### src/rtl/apc_accum_if.sv
// -----------------------------------------------------------------------------
// apc_accum_if -- job, stream and result signals of the APC accumulator.
//
// Groups everything except clk/rst_n into one bundle so the accumulator and
// whatever drives it see the same set of signals.
//
// Signals:
//   start       job request, sampled only while the accumulator is idle
//   len         beat count of the job, captured with start (0 = no job)
//   abort       synchronous job cancel, wins over every other request
//   in_valid    apc_stream carries a beat
//   in_ready    accumulator takes a beat this cycle
//   apc_stream  N_IN parallel stochastic bits of one beat
//   busy        a job is being counted (RUN or DRAIN)
//   out_valid   result is final and waiting to be consumed
//   out_ready   consumer takes the result
//   result      accumulated ones count (readable in every state)
//   overflow    sticky saturation flag of the current/last job
//
// Modports:
//   master  the side that issues jobs and beats and consumes the result
//   slave   the accumulator
// -----------------------------------------------------------------------------
interface apc_accum_if #(
  parameter int N_IN  = 15,
  parameter int LEN_W = 8,
  parameter int ACC_W = 12
);

  logic             start;
  logic [LEN_W-1:0] len;
  logic             abort;
  logic             in_valid;
  logic             in_ready;
  logic [N_IN-1:0]  apc_stream;
  logic             busy;
  logic             out_valid;
  logic             out_ready;
  logic [ACC_W-1:0] result;
  logic             overflow;

  modport master (
    output start, len, abort, in_valid, apc_stream, out_ready,
    input  in_ready, busy, out_valid, result, overflow
  );

  modport slave (
    input  start, len, abort, in_valid, apc_stream, out_ready,
    output in_ready, busy, out_valid, result, overflow
  );

endinterface : apc_accum_if

### src/rtl/apc_accum.sv
// -----------------------------------------------------------------------------
// apc_accum -- approximate parallel counter (APC) accumulator.
//
// Counts the ones in a stochastic bit stream delivered N_IN bits per beat.
// A job is started with a beat count; every accepted beat is popcounted
// (stage 1, registered into pc_reg) and the popcount is added into a
// saturating accumulator on the following edge (stage 2). Once the last beat
// has been accepted the FSM spends one DRAIN cycle letting the final popcount
// reach the accumulator, then presents the sum in DONE until it is consumed.
//
// Ports:
//   clk    single clock, all state changes on its rising edge
//   rst_n  asynchronous active-low reset
//   bus    apc_accum_if.slave: start/len/abort job control, in_valid/
//          in_ready/apc_stream beat handshake, out_valid/out_ready/result/
//          overflow result handshake, busy status
//
// Parameters:
//   N_IN   stochastic bits per beat (1..64)
//   CNT_W  popcount width, ceil(log2(N_IN+1))
//   LEN_W  width of the beat-count field
//   ACC_W  accumulator / result width (must be >= CNT_W)
// -----------------------------------------------------------------------------
module apc_accum #(
  parameter int N_IN  = 15,
  parameter int CNT_W = 4,
  parameter int LEN_W = 8,
  parameter int ACC_W = 12
) (
  input  logic        clk,
  input  logic        rst_n,
  apc_accum_if.slave  bus
);

  typedef enum logic [1:0] {
    IDLE  = 2'd0,
    RUN   = 2'd1,
    DRAIN = 2'd2,
    DONE  = 2'd3
  } state_t;

  state_t           state;
  state_t           state_nxt;

  logic [LEN_W-1:0] beat_cnt;   // beats still to be accepted
  logic [CNT_W-1:0] pc_comb;    // popcount of the beat on apc_stream
  logic [CNT_W-1:0] pc_reg;     // stage-1 popcount register
  logic             pc_vld;     // pc_reg holds a popcount not yet added
  logic [ACC_W-1:0] acc;
  logic             ovf;
  logic [ACC_W:0]   sum;        // one extra bit to detect saturation

  logic             accept;
  logic             job_load;
  logic             last_beat;

  // ---------------------------------------------------------------------------
  // Control decodes. abort masks both job start and beat acceptance so that a
  // cancelled cycle leaves no trace in the counter or the pipeline.
  // ---------------------------------------------------------------------------
  assign accept    = bus.in_valid && (state == RUN) && !bus.abort;
  assign job_load  = (state == IDLE) && bus.start && (bus.len != '0) && !bus.abort;
  assign last_beat = accept && (beat_cnt == LEN_W'(1));

  // ---------------------------------------------------------------------------
  // Next-state logic
  // ---------------------------------------------------------------------------
  always_comb begin
    // NOTE: every variable assigned here gets a default first; a path that
    // leaves one unassigned would infer a latch.
    state_nxt = state;
    if (bus.abort) begin
      state_nxt = IDLE;
    end else begin
      unique case (state)
        IDLE:    if (job_load)  state_nxt = RUN;
        RUN:     if (last_beat) state_nxt = DRAIN;
        DRAIN:                  state_nxt = DONE;
        DONE:    if (bus.out_ready) state_nxt = IDLE;
        default:                state_nxt = IDLE;
      endcase
    end
  end

  // NOTE: sequential state uses non-blocking assignments so every register
  // samples the pre-edge value of every other register.
  always_ff @(posedge clk or negedge rst_n) begin
    if (!rst_n) state <= IDLE;
    else        state <= state_nxt;
  end

  // ---------------------------------------------------------------------------
  // Beat counter. Loaded with len and only ever decremented by an accepted
  // beat; the transition to DRAIN happens at 1 -> 0, so a full-scale len never
  // wraps.
  // ---------------------------------------------------------------------------
  always_ff @(posedge clk or negedge rst_n) begin
    if (!rst_n) begin
      beat_cnt <= '0;
    end else if (bus.abort) begin
      beat_cnt <= '0;
    end else if (job_load) begin
      beat_cnt <= bus.len;
    end else if (accept) begin
      beat_cnt <= beat_cnt - LEN_W'(1);
    end
  end

  // ---------------------------------------------------------------------------
  // Stage 1: popcount of the offered beat, registered only when accepted.
  // ---------------------------------------------------------------------------
  always_comb begin
    pc_comb = '0;
    for (int i = 0; i < N_IN; i++) begin
      pc_comb = pc_comb + CNT_W'(bus.apc_stream[i]);
    end
  end

  always_ff @(posedge clk or negedge rst_n) begin
    if (!rst_n) begin
      pc_reg <= '0;
      pc_vld <= 1'b0;
    end else if (bus.abort) begin
      pc_reg <= '0;
      pc_vld <= 1'b0;
    end else begin
      pc_vld <= accept;
      if (accept) pc_reg <= pc_comb;
    end
  end

  // ---------------------------------------------------------------------------
  // Stage 2: saturating accumulate. The last popcount arrives here during the
  // DRAIN cycle; pc_vld is never set in IDLE, so a job load and an add cannot
  // coincide.
  // ---------------------------------------------------------------------------
  assign sum = {1'b0, acc} + (ACC_W + 1)'(pc_reg);

  always_ff @(posedge clk or negedge rst_n) begin
    if (!rst_n) begin
      acc <= '0;
      ovf <= 1'b0;
    end else if (bus.abort || job_load) begin
      acc <= '0;
      ovf <= 1'b0;
    end else if (pc_vld) begin
      if (sum[ACC_W]) begin
        acc <= '1;
        ovf <= 1'b1;
      end else begin
        acc <= sum[ACC_W-1:0];
      end
    end
  end

  // ---------------------------------------------------------------------------
  // Outputs: pure decodes of registered state, so they are all 0 in reset.
  // ---------------------------------------------------------------------------
  assign bus.in_ready  = (state == RUN);
  assign bus.busy      = (state == RUN) || (state == DRAIN);
  assign bus.out_valid = (state == DONE);
  assign bus.result    = acc;
  assign bus.overflow  = ovf;

endmodule : apc_accum

### src/flat_wrapper.sv
// flat-port wrapper written by rule: the top's interface ports become plain ports
module apc_accum_flat 
#(
  parameter int N_IN  = 15,
  parameter int CNT_W = 4,
  parameter int LEN_W = 8,
  parameter int ACC_W = 12
)
  (clk, rst_n, bus_start, bus_len, bus_abort, bus_in_valid, bus_apc_stream, bus_out_ready, bus_in_ready, bus_busy, bus_out_valid, bus_result, bus_overflow);
  apc_accum_if #(.N_IN(N_IN), .LEN_W(LEN_W), .ACC_W(ACC_W)) bus_i ();
  input  logic clk;
  input  logic rst_n;
  input wire logic [$bits(bus_i.start)-1:0] bus_start;
  input wire logic [$bits(bus_i.len)-1:0] bus_len;
  input wire logic [$bits(bus_i.abort)-1:0] bus_abort;
  input wire logic [$bits(bus_i.in_valid)-1:0] bus_in_valid;
  input wire logic [$bits(bus_i.apc_stream)-1:0] bus_apc_stream;
  input wire logic [$bits(bus_i.out_ready)-1:0] bus_out_ready;
  output wire logic [$bits(bus_i.in_ready)-1:0] bus_in_ready;
  output wire logic [$bits(bus_i.busy)-1:0] bus_busy;
  output wire logic [$bits(bus_i.out_valid)-1:0] bus_out_valid;
  output wire logic [$bits(bus_i.result)-1:0] bus_result;
  output wire logic [$bits(bus_i.overflow)-1:0] bus_overflow;
  assign bus_i.start = bus_start;
  assign bus_i.len = bus_len;
  assign bus_i.abort = bus_abort;
  assign bus_i.in_valid = bus_in_valid;
  assign bus_i.apc_stream = bus_apc_stream;
  assign bus_i.out_ready = bus_out_ready;
  assign bus_in_ready = bus_i.in_ready;
  assign bus_busy = bus_i.busy;
  assign bus_out_valid = bus_i.out_valid;
  assign bus_result = bus_i.result;
  assign bus_overflow = bus_i.overflow;
  apc_accum #(.N_IN(N_IN), .CNT_W(CNT_W), .LEN_W(LEN_W), .ACC_W(ACC_W)) u_core (.clk(clk), .rst_n(rst_n), .bus(bus_i));
endmodule
### config.mk
export PLATFORM = sky130hd
export DESIGN_NAME = apc_accum_flat
export DESIGN_NICKNAME = d
export VERILOG_FILES = /design/src/rtl/apc_accum_if.sv /design/src/rtl/apc_accum.sv /design/src/flat_wrapper.sv
export SDC_FILE = /design/constraint.sdc
export NUM_CORES = 1
export LEC_CHECK = 0
export ABC_AREA = 1
export CAP_MARGIN = 20
export CORE_UTILIZATION = 47
export CTS_CLUSTER_DIAMETER = 80
export DETAILED_ROUTE_END_ITERATION = 8
export PLACE_DENSITY = 0.84
export SLEW_MARGIN = 5
export SYNTH_ARGS = -nofsm -noshare
export SYNTH_HDL_FRONTEND = slang
export SYNTH_SLANG_ARGS = --single-unit
### constraint.sdc
create_clock -name clk -period 1.6 [get_ports clk]
set_input_delay 0.32 -clock clk [delete_from_list [all_inputs] [get_ports clk]]
set_output_delay 0.32 -clock clk [all_outputs]
set_load 0.005 [all_outputs]
**Word level (Yosys, flattened, before mapping)**

Cells that the tools add are included.

- Flip-flop bits (word level): 28
- Bits in latches: 0
- Bits in writable memories: 0
- ROM bits: 0
- Output and inout bits: 16
- Memories kept: 0

- Add/sub/neg operators: 16
- Multiply operators: 0
- Div/mod/pow operators: 0
- Magnitude comparators: 0
- Eq/ne operators: 7
- Shifts and indexed selects: 0
- Multiplexer cells: 17
- Bitwise logic cells: 0
- Reductions and logical operators: 17

Operators by type and width:

| cell | count |
|---|---|
| 4-bit by 1-bit adder with 4-bit output | 13 |
| 12-bit two-way mux | 3 |
| 8-bit two-way mux | 3 |
| 12-bit by 4-bit adder with 13-bit output | 1 |
| 8-bit by 1-bit equality test with 1-bit output (second input constant) | 1 |
| 2-bit two-way mux | 4 |
| 4-bit two-way mux | 2 |
| 2-bit one-hot mux with 4 select lines | 1 |
| 8-bit nonzero test | 1 |
| 8-bit by 1-bit subtractor with 8-bit output (second input constant) | 1 |
| 1-bit logical AND | 6 |
| 3-bit by 2-bit inequality test with 1-bit output (second input constant) | 2 |
| 2-bit nonzero test | 3 |
| 2-bit equality test (second input constant) | 2 |
| 1-bit two-way mux | 4 |
| 3-bit inequality test (second input constant) | 1 |
| 3-bit AND reduction | 1 |
| 3-bit nonzero test | 1 |
| 1-bit by 1-bit adder with 2-bit output | 1 |
| 2-bit by 1-bit equality test with 1-bit output (second input constant) | 1 |
| 2-bit logical NOT | 1 |
| 1-bit logical OR | 2 |
| 2-bit AND reduction | 1 |
| 1-bit logical NOT | 1 |

**Logic depth before layout (Yosys ltp)**

- Word-level depth: 16
- Gate-level depth with buffers: 15
- Mapped depth without buffers: 15

**Least setup slack after synthesis**

OpenSTA, ideal clock, no wires.

- Path kind: input-to-reg
- Start: in bus_apc_stream[0]
- End: reg u_core.pc_reg[2]
- Library setup time: 0.122 ns
- Arrival time: 3.476 ns
- Data required time: 1.478 ns
- Setup slack: -1.997 ns
- Stages: 11
- Path through: ha_1 -> inv_1 -> fa_1 -> fa_1 -> fa_1 -> fa_1 -> inv_1 -> ha_1 -> fa_1 -> xor2_1 -> a32o_1

- Cells in the longest elaborated chain, start to end: 16

RTL lines:

| what | RTL line | text |
|---|---|---|
| start, declared | flat_wrapper.sv:17 | `input wire logic [$bits(bus_i.apc_stream)-1:0] bus_apc_stream;` |
| 1-bit by 1-bit adder with 2-bit output | apc_accum.sv:115 | `pc_comb = pc_comb + CNT_W'(bus.apc_stream[i]);` |
| 4-bit by 1-bit adder with 4-bit output (13 in a row) | apc_accum.sv:115 |  |
| 4-bit two-way mux | apc_accum.sv:128 | `if (accept) pc_reg <= pc_comb;` |
| 4-bit two-way mux | apc_accum.sv:123 | `end else if (bus.abort) begin` |
| end signal, assigned | apc_accum.sv:128 |  |
| end, declared | apc_accum.sv:47 | `logic [CNT_W-1:0] pc_reg;` |

No other way between the ends. The select of a mux whose other input is x is not followed.
A chain may end at the register's enable or synchronous reset.

**Final worst setup path**

Ends and elaborated chain as after synthesis.

==> tab_implementation.tex <==
\begin{tabular}{lr}
\hline
Metric & Value \\
\hline
\multicolumn{2}{l}{\textbf{Outcome}} \\
\quad Run status & finished, violations left \\
\quad Violated checks & negative setup slack \\
\multicolumn{2}{l}{\textbf{Power}} \\
\quad Net switching fraction of the power & 0.4186 \\
\quad Total power & 3.240 mW \\
\quad NetSw & 1.356 mW \\
\quad Clock Power Share & 0.143 \\
\quad Worst IR Drop VDD & 0.7452 mV \\
\quad Power share of the combinational group & 0.566 \\
\quad Int Pwr & 1.884 mW \\
\quad Power density over cell area & 951.3 nW/um2 \\
\quad Sequential fraction of design power & 0.291 \\
\quad Leakage & 1.813 nW \\
\multicolumn{2}{l}{\textbf{Synthesis}} \\
\quad Share of Yosys cell area claimed by the top area cell type & 0.3053 \\
\quad Synthesis Warnings & 0 \\
\quad Synthesized area per cell & 7.216 um2 \\
\quad Netlist area before placement & 2295 um2 \\
\quad Cell types with the highest counts after synthesis & 109 x sky130\_fd\_sc\_hd\_\_nand2\_1, 46 x sky130\_fd\_sc\_hd\_\_inv\_1, 35 x sky130\_fd\_sc\_hd\_\_nand3\_1 \\
\quad Proportion of synthesized flip-flops having asynchronous set or reset & 1.000 \\
\quad Most numerous cell in the Yosys netlist & sky130\_fd\_sc\_hd\_\_nand2\_1 \\
\quad Gate Count Post-Synth & 318 \\
\quad Synth Flop Type & sky130\_fd\_sc\_hd\_\_dfrtp\_1 \\
\quad Netlist cell types & 29 \\
\quad \#FFs+latches synth & 28 \\
\quad Count of flip-flops with a built-in enable after synthesis & 0 \\
\quad Share of the yosys chip area belonging to registers & 0.3053 \\
\quad Ranking of synthesized cells by area & sky130\_fd\_sc\_hd\_\_dfrtp\_1 31\%, sky130\_fd\_sc\_hd\_\_nand2\_1 18\%, sky130\_fd\_sc\_hd\_\_ha\_1 9.3\% \\
\quad Post-synthesis cell type with the largest combined area & sky130\_fd\_sc\_hd\_\_dfrtp\_1 \\
\quad Synthesized netlist net count & 374 \\
\multicolumn{2}{l}{\textbf{Drt}} \\
\quad Via total after detailed routing & 2430 \\
\quad Drt first pass iters & 4 \\
\quad Post-route DRC & 0 \\
\quad Detail-routed net length per standard cell & 12.76 um \\
\quad Via-to-Cell Ratio & 5.192 \\
\quad Number of routed nets with antenna violations & 0 \\
\quad Total Routed Length & 5973 um \\
\quad Number of violations reported at the end of detailed-routing iteration 0 & 196 \\
\multicolumn{2}{l}{\textbf{Die}} \\
\quad Number of placement rows & 25 \\
\quad Placeable core area & 4723 um2 \\
\quad IO Count & 45 \\
\quad DIE HEIGHT & 71.88 um \\
\quad Full die area & 5166 um2 \\
\quad Die width & 71.88 um \\
\quad Starting density of the core & 0.4858 \\
\multicolumn{2}{l}{\textbf{CTS}} \\
\quad Max clock buf depth & 2 \\
\quad Total of hold buffers inserted after clock tree synthesis & 0 \\
\quad Number of clock buffers inserted by TritonCTS & 3 \\
\quad Master cell of the clock root buffer & sky130\_fd\_sc\_hd\_\_clkbuf\_8 \\
\quad Clock slew at the register clock pins of the worst setup and hold paths & 0.11 ns \\
\quad Clock tree from TritonCTS & done \\
\quad Skew-Pair Late Insertion Delay & 0.28 ns \\
\quad CTS H-Tree Depth & 1 \\
\quad TritonCTS Sinks & 28 \\
\multicolumn{2}{l}{\textbf{STA}} \\
\quad Worst max-slew margin expressed relative to the limit & 0.7010 \\
\quad Final cycle utilization of the critical path & 2.076 \\
\quad Count of final max-slew check failures & 0 \\
\quad Maximum clock rate & 301.0 MHz \\
\quad Transition time at the pin with the least slew margin & 0.4469 ns \\
\quad Maximum clock skew at final layout & 0.008783 ns \\
\quad Hold\_ws & 0.4124 ns \\
\quad Unrepaired setup endpoints after global routing & true \\
\quad Final-report hold violation count & 0 \\
\quad Minimum setup slack in the final design & -1.722 ns \\
\quad Clock period minus worst slack & 3.322 ns \\
\quad Final setup violation count & 17 \\
\multicolumn{2}{l}{\textbf{GRT}} \\
\quad Global-route wire length before repair & 9784 um \\
\quad GRT Overall Usage & 0.2357 \\
\quad Maximum number of pins on one net before global-route repair & 29 \\
\quad Initial antenna violation count & 0 \\
\quad Vias in the first global route & 2317 \\
\quad Residual overflow from global routing & 0 \\
\multicolumn{2}{l}{\textbf{Finish}} \\
\quad Ratio of cells with drive above 1 in the final layout & 0.2643 \\
\quad Final nets & 458 \\
\quad Number of antenna repair diodes & 0 \\
\quad Layout fillers & 354 \\
\quad Growth of design area from synthesis to finish & 48.42\% \\
\quad Flip-flop count of the largest register after layout & 12 \\
\quad Final cell count without fillers & 468 \\
\multicolumn{2}{l}{\textbf{Worst setup path}} \\
\quad Worst Setup Path Type & in2reg \\
\quad Data arrival time of the worst path & 3.51 ns \\
\quad Maximum cell stage delay along the critical path & 0.52 ns \\
\quad Highest fanout seen on the critical path & 2 \\
\quad Worst path required time & 1.78 ns \\
\quad Crit path buffers/inverters & 3 \\
\quad Cell-by-cell listing of the critical path & buf\_6 > ha\_4 > inv\_2 > fa\_1 > fa\_1 > fa\_2 > fa\_1 > inv\_2 > ha\_4 > fa\_2 > xor2\_1 > a32o\_1 \\
\quad Cell repeated most along the worst path & sky130\_fd\_sc\_hd\_\_fa\_1 \\
\quad Type of element capturing the critical path & flip-flop \\
\quad Slowest cell on the critical path & sky130\_fd\_sc\_hd\_\_fa\_1 \\
\quad CP top delay family & adder cells \\
\quad Start of the worst register-to-register path & u\_core.bus.result[0]\$\_DFFE\_PN0P\_ \\
\quad Beginning of the critical path & bus\_apc\_stream[0] \\
\quad Launching element type of the critical path & input pin \\
\multicolumn{2}{l}{\textbf{Placement}} \\
\quad Post-DP HPWL & 4253 um \\
\quad Global placer's final weighted congestion & 0.8594 \\
\quad Port bufs & 44 \\
\quad Post-placement cell count & 452 \\
\multicolumn{2}{l}{\textbf{Job}} \\
\quad Number of max-capacitance violations reported & 0 \\
\multicolumn{2}{l}{\textbf{Worst hold path}} \\
\quad Hold Crit Class & in2async \\
\hline
\end{tabular}
[cells by family (layout without fill, tap and decap cells)]
group / Yosys count / in the layout / synth area share
XOR/XNOR: 4 / 4 / 0.01527
flip-flops: 28 / 28 / 0.3053
adder cells (fa/ha/maj): 27 / 27 / 0.1799
AO/OA/AOI/OAI: 18 / 18 / 0.05344
AND/OR/NAND/NOR: 191 / 192 / 0.3604
buffers and inverters: 50 / 132 / 0.08560
[layer usage]
layer | wire (um) | GRT usage | vias to the layer above
met2 | 3225 | 0.4528 | 87
met4 | 94 | 0.03922 | 0
li1 | - | - | 1180
met3 | 294 | 0.02954 | 12
met1 | 2358 | 0.2833 | 1151
met5 | 0 | 0 | -
[area by class of cell]
cell class | count | area [um2] | area share
timing repair buffer | 81 | 743.2 | 0.2182
multi-input combinational | 241 | 1632 | 0.4791
inverter | 47 | 183.9 | 0.05400
clock buffer | 4 | 55.05 | 0.01616
tap | 67 | 83.83 | 0.02461
sequential | 28 | 708.2 | 0.2079
[power groups by stage]
stage	logic, mW	clock network, mW	registers, mW
2_1_floorplan	1.08	0	0.925
3_3_place_gp	1.54	0	0.938
3_5_place_dp	1.62	0	0.942
4_1_cts	1.68	0.470	0.939
5_1_grt	2.07	0.495	0.956
6_report	1.83	0.463	0.942
[path summary, 6_finish.rpt]
path	endpoint	slack [ns]	cells after the start
hold reg to reg	u_core.bus.overflow$_DFFE_PN0P_	0.50	2
setup reg to reg	u_core.bus.result[8]$_DFFE_PN0P_	-0.14	9
max in group asynchronous	u_core.bus.result[4]$_DFFE_PN0P_	0.89	2
setup / recovery	u_core.pc_reg[2]$_DFFE_PN0P_	-1.72	12
hold / removal	u_core.bus.result[0]$_DFFE_PN0P_	0.41	2
min in group clk	u_core.bus.overflow$_DFFE_PN0P_	0.50	2
[through the flow]
step	setup TNS (ns)	util	setup slack (ns)	area (um2)
2_1_floorplan	-6.624	-	-1.862	2335
3_3_place_gp	-13.44	0.6424	-2.389	3034
3_5_place_dp	-14.08	0.6424	-2.429	3034
4_1_cts	-7.378	0.6869	-1.843	3244
5_1_grt	-8.933	0.7211	-1.801	3406
6_report	-7.408	0.7211	-1.722	3406
[what timing repair did]
item / in CTS / in global routing
gates resized for setup: 56 / 32
hold endpoints to repair: 0 / 0
cloned: 1 / 0
pin swaps: 27 / 31
buffers inserted: 3 / 9
endpoints found under the setup margin: 31 / 37
[layout by cell type (no fill, tap or decap), types with 2 or more instances in the layout]
master,n
sky130_fd_sc_hd__nand2_1,99
sky130_fd_sc_hd__inv_1,40
sky130_fd_sc_hd__clkdlybuf4s50_1,31
sky130_fd_sc_hd__buf_4,30
sky130_fd_sc_hd__nor2_1,26
sky130_fd_sc_hd__nand3_1,23
sky130_fd_sc_hd__dfrtp_1,22
sky130_fd_sc_hd__nand2_2,10
sky130_fd_sc_hd__nand3_2,10
sky130_fd_sc_hd__buf_6,9
sky130_fd_sc_hd__nand4_1,8
sky130_fd_sc_hd__ha_1,8
sky130_fd_sc_hd__fa_1,7
sky130_fd_sc_hd__dlygate4sd2_1,7
sky130_fd_sc_hd__inv_2,6
sky130_fd_sc_hd__dfrtp_2,6
sky130_fd_sc_hd__ha_4,5
sky130_fd_sc_hd__o21ai_0,4
sky130_fd_sc_hd__a21oi_1,4
sky130_fd_sc_hd__ha_2,4
sky130_fd_sc_hd__clkbuf_8,4
sky130_fd_sc_hd__nor2_2,3
sky130_fd_sc_hd__nand2_4,3
sky130_fd_sc_hd__xor2_1,3
sky130_fd_sc_hd__fa_2,3
sky130_fd_sc_hd__a22o_1,2
sky130_fd_sc_hd__nor2_4,2
sky130_fd_sc_hd__a21oi_2,2
sky130_fd_sc_hd__nand3_4,2
sky130_fd_sc_hd__nand3b_1,2
sky130_fd_sc_hd__o21ai_2,2
sky130_fd_sc_hd__clkdlybuf4s15_1,2
sky130_fd_sc_hd__dlymetal6s2s_1,2
Note: power is estimated with default switching activity, not from simulation.
